--- src/rtl/mim_mem_pkg.sv ---
// Shared definitions for the memory access unit and the memory it drives:
// FSM state encoding, channel identifiers and default port widths.
package mim_mem_pkg;

  localparam int MEM_ADDR_W = 10;
  localparam int MEM_DATA_W = 16;

  typedef enum logic [1:0] {
    IDLE = 2'd0,
    RD   = 2'd1,
    WR   = 2'd2,
    RESP = 2'd3
  } state_t;

  // Channel identifiers, also used as the encoding of last_grant.
  localparam logic CH_FETCH = 1'b0;
  localparam logic CH_DATA  = 1'b1;

endpackage

--- src/rtl/mem_arbiter.sv ---
// Two-way alternating-priority arbiter for the fetch and data channels.
// Grants are purely combinational and at most one is high at a time.
module mem_arbiter
  import mim_mem_pkg::*;
(
  input  logic if_req,
  input  logic d_req,
  input  logic enable,
  input  logic last_grant,
  output logic if_gnt,
  output logic d_gnt
);

  // Data wins a tie unless it also won the previous grant.
  always_comb begin
    if_gnt = 1'b0;
    d_gnt  = 1'b0;
    if (enable) begin
      if (d_req && (!if_req || (last_grant == CH_FETCH))) begin
        d_gnt = 1'b1;
      end else if (if_req) begin
        if_gnt = 1'b1;
      end
    end
  end

endmodule

--- src/rtl/mem_access_unit.sv ---
// Initiator side of the single-port word memory. Arbitrates fetch and data
// requests, runs one memory access at a time and returns one response pulse
// per accepted request on the owning channel.
module mem_access_unit
  import mim_mem_pkg::*;
#(
  parameter int ADDR_W    = MEM_ADDR_W,
  parameter int DATA_W    = MEM_DATA_W,
  parameter int READ_WAIT = 0
) (
  input  logic              clk,
  input  logic              rst,
  input  logic              if_req,
  input  logic [ADDR_W-1:0] if_addr,
  output logic              if_gnt,
  output logic              if_rvalid,
  output logic [DATA_W-1:0] if_rdata,
  input  logic              d_req,
  input  logic              d_we,
  input  logic [ADDR_W-1:0] d_addr,
  input  logic [DATA_W-1:0] d_wdata,
  output logic              d_gnt,
  output logic              d_rvalid,
  output logic [DATA_W-1:0] d_rdata,
  output logic [ADDR_W-1:0] mem_address,
  output logic [DATA_W-1:0] mem_write_data,
  output logic              mem_read,
  output logic              mem_write,
  input  logic [DATA_W-1:0] mem_rdata,
  output logic              busy
);

  // Value of the wait counter on the final RD cycle (READ_WAIT is 0..3).
  localparam logic [1:0] WAIT_LAST = 2'(READ_WAIT);

  state_t            state_reg;
  state_t            state_next;
  logic              ch_reg;
  logic              last_grant_reg;
  logic [1:0]        wait_cnt_reg;
  logic [ADDR_W-1:0] addr_reg;
  logic [DATA_W-1:0] wdata_reg;
  logic [DATA_W-1:0] if_rdata_reg;
  logic [DATA_W-1:0] d_rdata_reg;
  logic              arb_enable;
  logic              rd_last;

  // Grants only in IDLE, and never while reset is being applied.
  assign arb_enable = (state_reg == IDLE) && !rst;
  assign rd_last    = (wait_cnt_reg == WAIT_LAST);

  mem_arbiter u_arbiter (
    .if_req     (if_req),
    .d_req      (d_req),
    .enable     (arb_enable),
    .last_grant (last_grant_reg),
    .if_gnt     (if_gnt),
    .d_gnt      (d_gnt)
  );

  // Next-state and memory/response strobes decoded from the current state.
  always_comb begin
    state_next = state_reg;
    mem_read   = 1'b0;
    mem_write  = 1'b0;
    if_rvalid  = 1'b0;
    d_rvalid   = 1'b0;
    case (state_reg)
      IDLE: begin
        if (d_gnt) begin
          state_next = d_we ? WR : RD;
        end else if (if_gnt) begin
          state_next = RD;
        end
      end
      RD: begin
        mem_read = 1'b1;
        if (rd_last) begin
          state_next = RESP;
        end
      end
      WR: begin
        mem_write  = 1'b1;
        state_next = RESP;
      end
      RESP: begin
        // A transaction cut short by reset must not produce a response.
        if_rvalid  = !rst && (ch_reg == CH_FETCH);
        d_rvalid   = !rst && (ch_reg == CH_DATA);
        state_next = IDLE;
      end
      default: state_next = IDLE;
    endcase
  end

  // State register.
  always_ff @(posedge clk) begin
    if (rst) begin
      state_reg <= IDLE;
    end else begin
      state_reg <= state_next;
    end
  end

  // Capture the granted request; this also remembers who won for alternation.
  always_ff @(posedge clk) begin
    if (rst) begin
      addr_reg       <= '0;
      wdata_reg      <= '0;
      ch_reg         <= CH_FETCH;
      last_grant_reg <= CH_FETCH;
    end else if (d_gnt) begin
      addr_reg       <= d_addr;
      wdata_reg      <= d_wdata;
      ch_reg         <= CH_DATA;
      last_grant_reg <= CH_DATA;
    end else if (if_gnt) begin
      addr_reg       <= if_addr;
      ch_reg         <= CH_FETCH;
      last_grant_reg <= CH_FETCH;
    end
  end

  // Count RD cycles so mem_read stays high for READ_WAIT+1 cycles.
  always_ff @(posedge clk) begin
    if (rst) begin
      wait_cnt_reg <= 2'd0;
    end else if ((state_reg == RD) && !rd_last) begin
      wait_cnt_reg <= wait_cnt_reg + 2'd1;
    end else begin
      wait_cnt_reg <= 2'd0;
    end
  end

  // Sample memory data on the last RD cycle into the owning channel only.
  always_ff @(posedge clk) begin
    if (rst) begin
      if_rdata_reg <= '0;
      d_rdata_reg  <= '0;
    end else if ((state_reg == RD) && rd_last) begin
      if (ch_reg == CH_FETCH) begin
        if_rdata_reg <= mem_rdata;
      end else begin
        d_rdata_reg <= mem_rdata;
      end
    end
  end

  assign mem_address    = addr_reg;
  assign mem_write_data = wdata_reg;
  assign if_rdata       = if_rdata_reg;
  assign d_rdata        = d_rdata_reg;
  assign busy           = (state_reg != IDLE);

endmodule

--- config.mk ---
export PLATFORM = sky130hd
export DESIGN_NAME = mem_access_unit
export DESIGN_NICKNAME = d
export VERILOG_FILES = /design/src/rtl/mim_mem_pkg.sv /design/src/rtl/mem_arbiter.sv /design/src/rtl/mem_access_unit.sv
export SDC_FILE = /design/constraint.sdc
export NUM_CORES = 1
export LEC_CHECK = 0
export CAP_MARGIN = 20
export CORE_MARGIN = 5
export CORE_UTILIZATION = 41
export CTS_CLUSTER_SIZE = 25
export DETAILED_ROUTE_END_ITERATION = 7
export PLACE_DENSITY = 0.88
export SYNTH_ARGS = -nofsm -noshare
export SYNTH_HDL_FRONTEND = slang
export SYNTH_SLANG_ARGS = --single-unit
--- constraint.sdc ---
create_clock -name clk -period 1.8 [get_ports clk]
set_input_delay 0.27 -clock clk [delete_from_list [all_inputs] [get_ports clk]]
set_output_delay 0.27 -clock clk [all_outputs]
set_load 0.005 [all_outputs]
==> results.sh <==
export IMPL_syn_to_final_growth_pct=58.8
export IMPL_syn_area_sq_mm=0.00262
export IMPL_clock_fmax_mhz=584
export IMPL_drc=0
export IMPL_clk_latency_ns=0.33
export IMPL_ys_types=32
export IMPL_root_buffer="clkbuf_8"
export IMPL_ys_seq_area_share_pct=48.2
export IMPL_overflow=0
export IMPL_pin_count=122
export IMPL_crit_fanout=25
export IMPL_drt_wl_total_um=7230
export IMPL_vias_per_cell=4.94
export IMPL_power_per_cell_area_mw_per_mm2=1220
export IMPL_firstDrtPassIters=4
export IMPL_setup_viol=0
export IMPL_min_period_over_period_pct=95.2
export IMPL_critPathKind="flip-flop to flip-flop"
export IMPL_synth_edf_count=0
export IMPL_min_path_type="input port to flip-flop"
export IMPL_synthCells=284
export IMPL_fin_nets=475
export IMPL_async_flop_share_pct=0
export IMPL_ys_warn_count=0
export IMPL_synth_top_area_share_pct=48.2
export IMPL_synthTopCellsByArea="dfxtp_1, nand2_1, a21oi_1, mux2_4, nor2b_1"
export IMPL_place_area_sq_mm=0.00393
export IMPL_nFillCells=529
export IMPL_rsz0062_at_grt="no"
export IMPL_syn_area_per_cell_sq_um=9.22
export IMPL_cts_buffer_depth=2
export IMPL_multi_input_area_sq_mm=0.00122
export IMPL_clk_pin_slew_ns=0.07
export IMPL_max_cap_violations=0
export IMPL_first_global_vias=2515
export IMPL_hold_viol=0
export IMPL_cts_tree="built"
export IMPL_vias=2441
export IMPL_layout_common_cells="clkdlybuf4s50_1, nand2_1, dfxtp_1"
export IMPL_grt_util_all_layers_pct=17.8
export IMPL_fin_skew_ns=0.0113
export IMPL_die_w_um=89.9
export IMPL_crit_arrival_ns=1.93
export IMPL_slew_viol_final=0
export IMPL_synth_net_count=347
export IMPL_die_area_sq_mm=0.00809
export IMPL_post_drt_wl_per_cell_um=14.6
export IMPL_fp_row_count=29
export IMPL_seq_area_sq_mm=0.00126
export IMPL_antennaDiodeCount=0
export IMPL_cts_buffers=9
export IMPL_end_kind="flip-flop"
export IMPL_htree_levels=3
export IMPL_p_leak_nw=1.67
export IMPL_grt_util_met2_pct=29.3
export IMPL_antenna_found_initial=0
export IMPL_die_h_um=89.9
export IMPL_port_buffers=121
export IMPL_peakVddDrop_uv=708
export IMPL_drive_above_1_share_pct=13.4
export IMPL_postLayoutCellArea_sq_mm=0.00416
export IMPL_fin_util_pct=66.2
export IMPL_cts_sinks=63
export IMPL_required_ns=2.02
export IMPL_outcome="finished, final reports clean"
export IMPL_start_kind="flip-flop"
export IMPL_final_common_cell="clkdlybuf4s50_1"
export IMPL_yosysTopAreaCell="dfxtp_1"
export IMPL_relSlewSlack_pct=61.9
export IMPL_dp_hpwl_um=5400
export IMPL_coreArea_sq_mm=0.00628
export IMPL_drtAntennaViolNets=0
export IMPL_grt_max_degree=38
export IMPL_gp_congestion=0.821
export IMPL_synth_ff_type="dfxtp_1"
export IMPL_synth_seq_cells=63
export IMPL_tightest_slew_ns=0.571
export IMPL_start_util_pct=41.7
export IMPL_period_needed_ns=1.71
export IMPL_gr_usage_met1_pct=20.6
export IMPL_busiest_layer="met2"
export IMPL_drt_iter0_drc=101
export IMPL_use_met3_pct=7.10
export IMPL_grt_pass1_wl_um=12000
==> worst max-delay path, cell delays in order, from the launching register on <==
cell and delay, ns:
dfxtp_2 0.32, inv_2 0.07, ha_2 0.18, nand2b_1 0.08, or2_1 0.25, buf_4 0.13, buf_4 0.23, mux2_4 0.33
==> report_power, final <==
group          total (W)  internal [W]  switching (W)  leakage (nW)
sequential       0.00183       0.00168       0.000150         0.515
combinational    0.00188       0.00107       0.000815          1.05
clock            0.00136      0.000818       0.000544         0.110
total            0.00508       0.00357        0.00151          1.67
==> routing by layer <==
metal	vias up	part of all wire (%)	routed length (um)
li1	1213	-	-
met1	1122	42	3040
met2	96	48	3500
met3	10	8.2	596
met4	0	1.3	94
met5	-	0	0
==> what timing repair did <==
action | CTS | global route
resized for setup | 12 | 6
hold buffers | 0 | 0
endpoints found under the setup margin | 6 | 3
buffers inserted | 0 | 1
pin swaps | 0 | 2
==> logic make-up (layout without fill, tap and decap cells) <==
| family | Yosys count | in the layout | share of synthesized area, % |
|---|---|---|---|
| AOI/OAI and AO/OA | 52 | 52 | 11.8 |
| adders and majority gates | 6 | 6 | 2.87 |
| buffers and inverters | 27 | 160 | 5.35 |
| DFF | 63 | 63 | 48.2 |
| muxes | 24 | 24 | 11.4 |
| and+or+nand+nor | 112 | 112 | 20.4 |
==> cell type report <==
type | count | share of cell area [%]
well taps | 77 | 2.32
clock inverters | 5 | 1.96
repair buffers | 137 | 31.9
inverters | 7 | 0.632
clock buffers | 11 | 3.40
flip-flops and latches | 63 | 30.4
multi-input cells | 194 | 29.4
==> stage by stage <==
step / total power [W] / cells / TNS (ns) / hold slack, ns / setup slack [ns]
after floorplan: 0.00277 / 284 / 0 / 0.397 / 0.175
after global placement: 0.00369 / 477 / -1.68 / 0.407 / -0.214
after detailed placement: 0.00375 / 477 / -2.21 / 0.408 / -0.219
after CTS: 0.00512 / 493 / 0 / 0.345 / 0.0188
after global routing: 0.00539 / 494 / 0 / 0.361 / 0.0142
final: 0.00508 / 494 / 0 / 0.360 / 0.0871
==> path summary, 6_finish.rpt <==
check	from	endpoint	slack (ns)	cells past startpoint
min	rst	mem_write_data[0]$_SDFFE_PP0N_	0.36	3
min reg2reg	wait_cnt_reg[0]$_SDFF_PP0_	wait_cnt_reg[0]$_SDFF_PP0_	0.43	1
max reg2reg	state_reg[0]$_SDFFE_PP0P_	mem_write_data[9]$_SDFFE_PP0N_	0.09	7
max	state_reg[0]$_SDFFE_PP0P_	mem_write_data[9]$_SDFFE_PP0N_	0.09	7
==> cell usage after synthesis (all sizes together) (2+ instances only) <==
cell type / count
a211oi: 9
a21oi: 32
a32oi: 2
and3: 2
and3b: 2
buf: 9
clkbuf: 11
dfxtp: 63
ha: 6
inv: 7
mux2: 16
mux2i: 8
nand2: 67
nand2b: 4
nand3b: 6
nor2b: 16
nor3: 9
nor3b: 2
o21ai: 3
(Power assumes the default switching activity.)
